**src/rtl/teclado_cajero.sv**
```systemverilog
// teclado_cajero: 4x4 matrix-keypad front end for the ATM controller.
// Scans columns one-hot, synchronizes and debounces the row returns, and turns
// each accepted press into a single-cycle PIN-entry event.
// Ports:
//   clk              system clock, rising edge
//   reset            asynchronous active-low reset
//   TARJETA_RECIBIDA card present; keypad enabled only while high
//   FILAS[3:0]       raw row returns, active-high, asynchronous
//   COLUMNAS[3:0]    one-hot column drive
//   DIGITO[3:0]      last accepted digit (0-9), held between strobes
//   DIGITO_STB       one-cycle pulse, DIGITO valid in the same cycle
//   ENTER_PIN        one-cycle pulse for '#'
//   ERASE_PIN        one-cycle pulse for '*'
module teclado_cajero #(
  parameter int unsigned SCAN_HOLD       = 4,
  parameter int unsigned DEBOUNCE_CYCLES = 4
) (
  input  logic       clk,
  input  logic       reset,
  input  logic       TARJETA_RECIBIDA,
  input  logic [3:0] FILAS,
  output logic [3:0] COLUMNAS,
  output logic [3:0] DIGITO,
  output logic       DIGITO_STB,
  output logic       ENTER_PIN,
  output logic       ERASE_PIN
);

  localparam int unsigned CNT_W  = $clog2(DEBOUNCE_CYCLES + 1);
  localparam int unsigned HOLD_W = (SCAN_HOLD > 1) ? $clog2(SCAN_HOLD) : 1;

  typedef enum logic [1:0] {
    S_SCAN     = 2'd0,
    S_DEBOUNCE = 2'd1,
    S_HELD     = 2'd2
  } state_t;

  state_t              state, state_n;
  logic [3:0]          filas_meta, filas_s;
  logic [HOLD_W-1:0]   hold_cnt, hold_n;
  logic [CNT_W-1:0]    cnt, cnt_n;
  logic [3:0]          row_lat, row_n;
  logic [3:0]          cols_n, cols_rot;
  logic [3:0]          digito_n;
  logic                stb_n, enter_n, erase_n;
  logic [1:0]          r_idx, c_idx;
  logic                filas_onehot, last_hold, cnt_last;

  // Binary row/column of the latched key; COLUMNAS is frozen on the key column.
  assign r_idx = {row_lat[3] | row_lat[2], row_lat[3] | row_lat[1]};
  assign c_idx = {COLUMNAS[3] | COLUMNAS[2], COLUMNAS[3] | COLUMNAS[1]};

  assign cols_rot     = {COLUMNAS[2:0], COLUMNAS[3]};
  assign filas_onehot = (filas_s != 4'd0) && ((filas_s & (filas_s - 4'd1)) == 4'd0);
  assign last_hold    = (hold_cnt == HOLD_W'(SCAN_HOLD - 1));
  // Acting one count early means the counter never exceeds DEBOUNCE_CYCLES-1.
  assign cnt_last     = (cnt == CNT_W'(DEBOUNCE_CYCLES - 1));

  // State and datapath registers.
  always_ff @(posedge clk or negedge reset) begin
    if (!reset) begin
      state      <= S_SCAN;
      filas_meta <= 4'd0;
      filas_s    <= 4'd0;
      hold_cnt   <= '0;
      cnt        <= '0;
      row_lat    <= 4'd0;
      COLUMNAS   <= 4'b0001;
      DIGITO     <= 4'd0;
      DIGITO_STB <= 1'b0;
      ENTER_PIN  <= 1'b0;
      ERASE_PIN  <= 1'b0;
    end else begin
      state      <= state_n;
      filas_meta <= FILAS;
      filas_s    <= filas_meta;
      hold_cnt   <= hold_n;
      cnt        <= cnt_n;
      row_lat    <= row_n;
      COLUMNAS   <= cols_n;
      DIGITO     <= digito_n;
      DIGITO_STB <= stb_n;
      ENTER_PIN  <= enter_n;
      ERASE_PIN  <= erase_n;
    end
  end

  // Next-state, scan/debounce counters and event decode.
  always_comb begin
    state_n  = state;
    hold_n   = hold_cnt;
    cnt_n    = cnt;
    row_n    = row_lat;
    cols_n   = COLUMNAS;
    digito_n = DIGITO;
    stb_n    = 1'b0;
    enter_n  = 1'b0;
    erase_n  = 1'b0;

    unique case (state)
      S_SCAN: begin
        if (last_hold) begin
          hold_n = '0;
          if (filas_onehot) begin
            row_n   = filas_s;
            cnt_n   = '0;
            state_n = S_DEBOUNCE;
          end else begin
            cols_n = cols_rot;
          end
        end else begin
          hold_n = hold_cnt + HOLD_W'(1);
        end
      end

      S_DEBOUNCE: begin
        if (filas_s == row_lat) begin
          if (cnt_last) begin
            cnt_n   = '0;
            state_n = S_HELD;
            // Column 3 holds the letter keys: accepted but silent.
            if (c_idx != 2'd3) begin
              if (r_idx != 2'd3) begin
                stb_n    = 1'b1;
                digito_n = {2'b00, r_idx} * 4'd3 + {2'b00, c_idx} + 4'd1;
              end else if (c_idx == 2'd0) begin
                erase_n = 1'b1;
              end else if (c_idx == 2'd1) begin
                stb_n    = 1'b1;
                digito_n = 4'd0;
              end else begin
                enter_n = 1'b1;
              end
            end
          end else begin
            cnt_n = cnt + CNT_W'(1);
          end
        end else begin
          state_n = S_SCAN;
          cnt_n   = '0;
          cols_n  = cols_rot;
          hold_n  = '0;
        end
      end

      S_HELD: begin
        if ((filas_s & row_lat) == 4'd0) begin
          if (cnt_last) begin
            cnt_n   = '0;
            state_n = S_SCAN;
            cols_n  = cols_rot;
            hold_n  = '0;
          end else begin
            cnt_n = cnt + CNT_W'(1);
          end
        end else begin
          cnt_n = '0;
        end
      end

      default: begin
        state_n = S_SCAN;
        cnt_n   = '0;
        hold_n  = '0;
      end
    endcase

    // No card: stay scanning, drop any event in flight, keep DIGITO.
    if (!TARJETA_RECIBIDA) begin
      state_n  = S_SCAN;
      cnt_n    = '0;
      stb_n    = 1'b0;
      enter_n  = 1'b0;
      erase_n  = 1'b0;
      digito_n = DIGITO;
    end
  end

endmodule
```
**config.mk**
```make
export PLATFORM = sky130hd
export DESIGN_NAME = teclado_cajero
export DESIGN_NICKNAME = d
export VERILOG_FILES = /design/src/rtl/teclado_cajero.sv
export SDC_FILE = /design/constraint.sdc
export NUM_CORES = 1
export LEC_CHECK = 0
export ABC_AREA = 1
export CAP_MARGIN = 10
export CORE_ASPECT_RATIO = 1.2
export CORE_UTILIZATION = 54
export CTS_CLUSTER_DIAMETER = 120
export DETAILED_ROUTE_END_ITERATION = 8
export PLACE_DENSITY = 0.85
export RECOVER_POWER = 100
export SYNTH_ARGS = -nofsm -noshare
export SYNTH_HDL_FRONTEND = slang
export SYNTH_SLANG_ARGS = --single-unit
```
**constraint.sdc**
```tcl
create_clock -name clk -period 3.2 [get_ports clk]
set_input_delay 0.64 -clock clk [delete_from_list [all_inputs] [get_ports clk]]
set_output_delay 0.64 -clock clk [all_outputs]
set_load 0.03 [all_outputs]
```
==> flow_metrics.tcl <==
set metrics [dict create \
    yosys_warnings 0 \
    grt_first_pass_wirelength_mm 5.030 \
    finalWeightedCongestion 0.8592 \
    switching_share 0.3708 \
    hold_viol_final 0 \
    cts_buffer_depth 2 \
    cp.buffers_inverters 1 \
    stdcell_count 243 \
    synth_flop_cell "dfrtp_1" \
    stdcell_area_sq_um 1862 \
    status "finished, violations left" \
    min_path_cells 0 \
    syn_to_final_growth_pct 15.62 \
    dpl_worst_slack_ns 1.244 \
    cp_slowest_stage_delay_ns 0.75 \
    insertion_delay_ns 0.33 \
    synth_area_leader_cell "dfrtp_1" \
    placed_cell_area_sq_um 1831 \
    crit_type "flop to output pin" \
    hold_path_class "flop to flop" \
    crit_path_max_fanout 3 \
    ioPinCount 18 \
    grt_pass1_vias 1211 \
    start_kind "flop" \
    fin_setup_tns_ns 0 \
    multiInputGateArea_sq_um 720.7 \
    track_usage 0.2190 \
    grt_max_degree 31 \
    synth-edff-count 0 \
    vias 1252 \
    worst_path_max_delay_cell "dlygate4sd3_1" \
    synthesis.nets 206 \
    nNetsFinal 231 \
    synth.distinct_cells 24 \
    cts_tree "done" \
    rrSetupSlack_ns 1.24 \
    end_kind "output pin" \
    hold_slack_ns 0.3571 \
    dp_hpwl_mm 2.221 \
    skew_ns 0.007114 \
    insertedDiodeCount 0 \
    fillers 230 \
    drt-total-wl_mm 2.913 \
    gr-total-overflow 0 \
    critical-path-top-delay-family "buffers and inverters" \
    power_mw 1.238 \
    worst_slew_pin_slew_ns 1.568 \
    post_route_cells_drive_above_1_share 0.08134 \
    route.detailed.drc 0 \
    netlist.area_leader.share 0.4507 \
    io_buffers 17 \
    die-width_um 51.85 \
    slew_headroom -0.04531 \
    power.leakage_nw 1.042 \
    worstPathArrival_ns 1.65 \
    path_cells "dlygate4sd3_1" \
    violations "max-capacitance violations, max-slew violations" \
    crit_cells 1 \
    ctsResizeCount 0 \
    cts_hold_buf 0 \
    via_per_inst 5.152 \
    clkPwrFrac 0.244 \
    p_seq_frac 0.380 \
    core-area_sq_um 2811 \
    endpoint "COLUMNAS[0]" \
    post-route-period-util 0.7150 \
    synth-seq-cells 30 \
    rsz0062_at_grt "no" \
    period_needed_ns 2.288 \
    required_ns 2.56 \
    grt_antenna_before_repair 0 \
    regArea_sq_um 752.0 \
    clock_sink_count 30 \
    clkTransAtPathRegs_ns 0.10 \
    drv_cap 1 \
    p_int_mw 0.7789 \
    setup_violations 0 \
    reg2reg_to "DIGITO[2]$_DFFE_PN0P_" \
    synthMostInstantiatedCell "nand2_1" \
    final_max_slew_viol_count 31 \
    start_util 0.5728 \
    combinationalPowerShare 0.376 \
    htreeDepth 2 \
    rows 21 \
    antenna_left 0 \
    synth_commonest_cells "nand2_1, dfrtp_1, inv_1" \
    syn_avg_cell_area_sq_um 8.799 \
    cts_buffers 5 \
    post-route-util 0.6622 \
    crit_start "COLUMNAS[0]$_DFFE_PN1P_" \
    fin_ws_ns 0.9119 \
    synth_area_sq_um 1610 \
    synth_cells 183 \
    p_switching_mw 0.4589 \
    reg2reg_from "COLUMNAS[3]$_DFFE_PN0P_" \
    power_density_nw_per_um2 664.9 \
    post-place-cells 235 \
    yosysSeqAreaShare 0.4670 \
    vdd_drop_max_v 0.0004583 \
    r2r_cells 8 \
    routedWlPerCell_um 11.99 \
    fp.dieH_um 61.82 \
    first_iter_violations 38 \
    fmax_ghz 0.4370 \
    cts_root_buf "clkbuf_4" \
    drt_first_pass_iters 4 \
    ys_async_sr_fraction 1.000 \
    postCtsSetupBuffers 0 \
    dieArea_sq_um 3205 \
    synth.area.top_cells "dfrtp_1, nand2_1, ha_1, inv_1, nand3_1" \
]
==> worst min-delay path by stage <==
stage,endpoint,start,slack [ns]
floorplan,filas_s[0]$_DFF_PN0_,filas_meta[0]$_DFF_PN0_,0.33
global placement,filas_s[2]$_DFF_PN0_,filas_meta[2]$_DFF_PN0_,0.33
detailed placement,filas_s[0]$_DFF_PN0_,filas_meta[0]$_DFF_PN0_,0.34
CTS,filas_s[0]$_DFF_PN0_,filas_meta[0]$_DFF_PN0_,0.36
global route,filas_s[3]$_DFF_PN0_,filas_meta[3]$_DFF_PN0_,0.37
finish,filas_s[0]$_DFF_PN0_,filas_meta[0]$_DFF_PN0_,0.36
==> cells in the final DEF (no fill, tap or decap) <==
cell type | netlist | final
nand2_1 | 59 | 59
inv_2 | 2 | 2
nor3_1 | 2 | 2
dlygate4sd3_1 | 0 | 17
dfrtp_1 | 29 | 29
nand3_1 | 9 | 11
clkbuf_1 | 0 | 1
o21ai_0 | 6 | 6
nor2_2 | 1 | 1
a21oi_1 | 3 | 3
nand3_2 | 3 | 1
or2_0 | 1 | 1
xnor2_1 | 1 | 1
ha_1 | 14 | 14
o21ai_1 | 1 | 1
nand4_1 | 5 | 6
and3_1 | 1 | 1
nand3b_2 | 0 | 1
inv_1 | 22 | 22
bufinv_16 | 0 | 1
nor2_1 | 12 | 15
nand2_2 | 3 | 3
fa_1 | 2 | 2
clkbuf_4 | 0 | 5
dfstp_2 | 1 | 1
nand3b_1 | 1 | 1
clkinvlp_4 | 0 | 2
==> registers in the layout (all words and copies together), names as in the netlist <==
register    flops
filas_s         4
COLUMNAS        4
cnt             3
ENTER_PIN       1
ERASE_PIN       1
DIGITO_STB      1
row_lat         4
state           2
hold_cnt        2
DIGITO          4
filas_meta      4
==> cell families (layout without fill, tap and decap cells) <==
logic type	Yosys count	after routing	share of synthesized area
and+or+nand+nor	102	102	0.3069
DFF	30	30	0.4670
buffers and inverters	24	50	0.05595
adders and majority gates	16	16	0.1336
AOI/OAI and AO/OA	10	10	0.03108
xor gates and xnor gates	1	1	0.005440
==> cell type report <==
| class | count | area share |
|---|---|---|
| well taps | 34 | 0.02285 |
| repair buffers | 18 | 0.09341 |
| inverters | 24 | 0.04839 |
| clock inverters | 3 | 0.02419 |
| clock buffers | 5 | 0.02016 |
| multi-input cells | 129 | 0.3871 |
| flip-flops and latches | 30 | 0.4039 |
==> power by group through the flow <==
stage	clock [mW]	sequential, mW	combinational (mW)
floorplan	0	0.465	0.394
global placement	0	0.473	0.459
detailed placement	0	0.478	0.491
CTS	0.308	0.470	0.495
global route	0.328	0.476	0.557
finish	0.302	0.470	0.466
==> metal layers <==
metal,up-vias,part of all wire,track usage
met5,-,0,0
met4,0,0.015,0.09653
met3,5,0.042,0.05109
met2,35,0.55,0.4212
met1,580,0.39,0.2243
li1,632,-,-
Note: power is estimated with default switching activity, not from simulation.
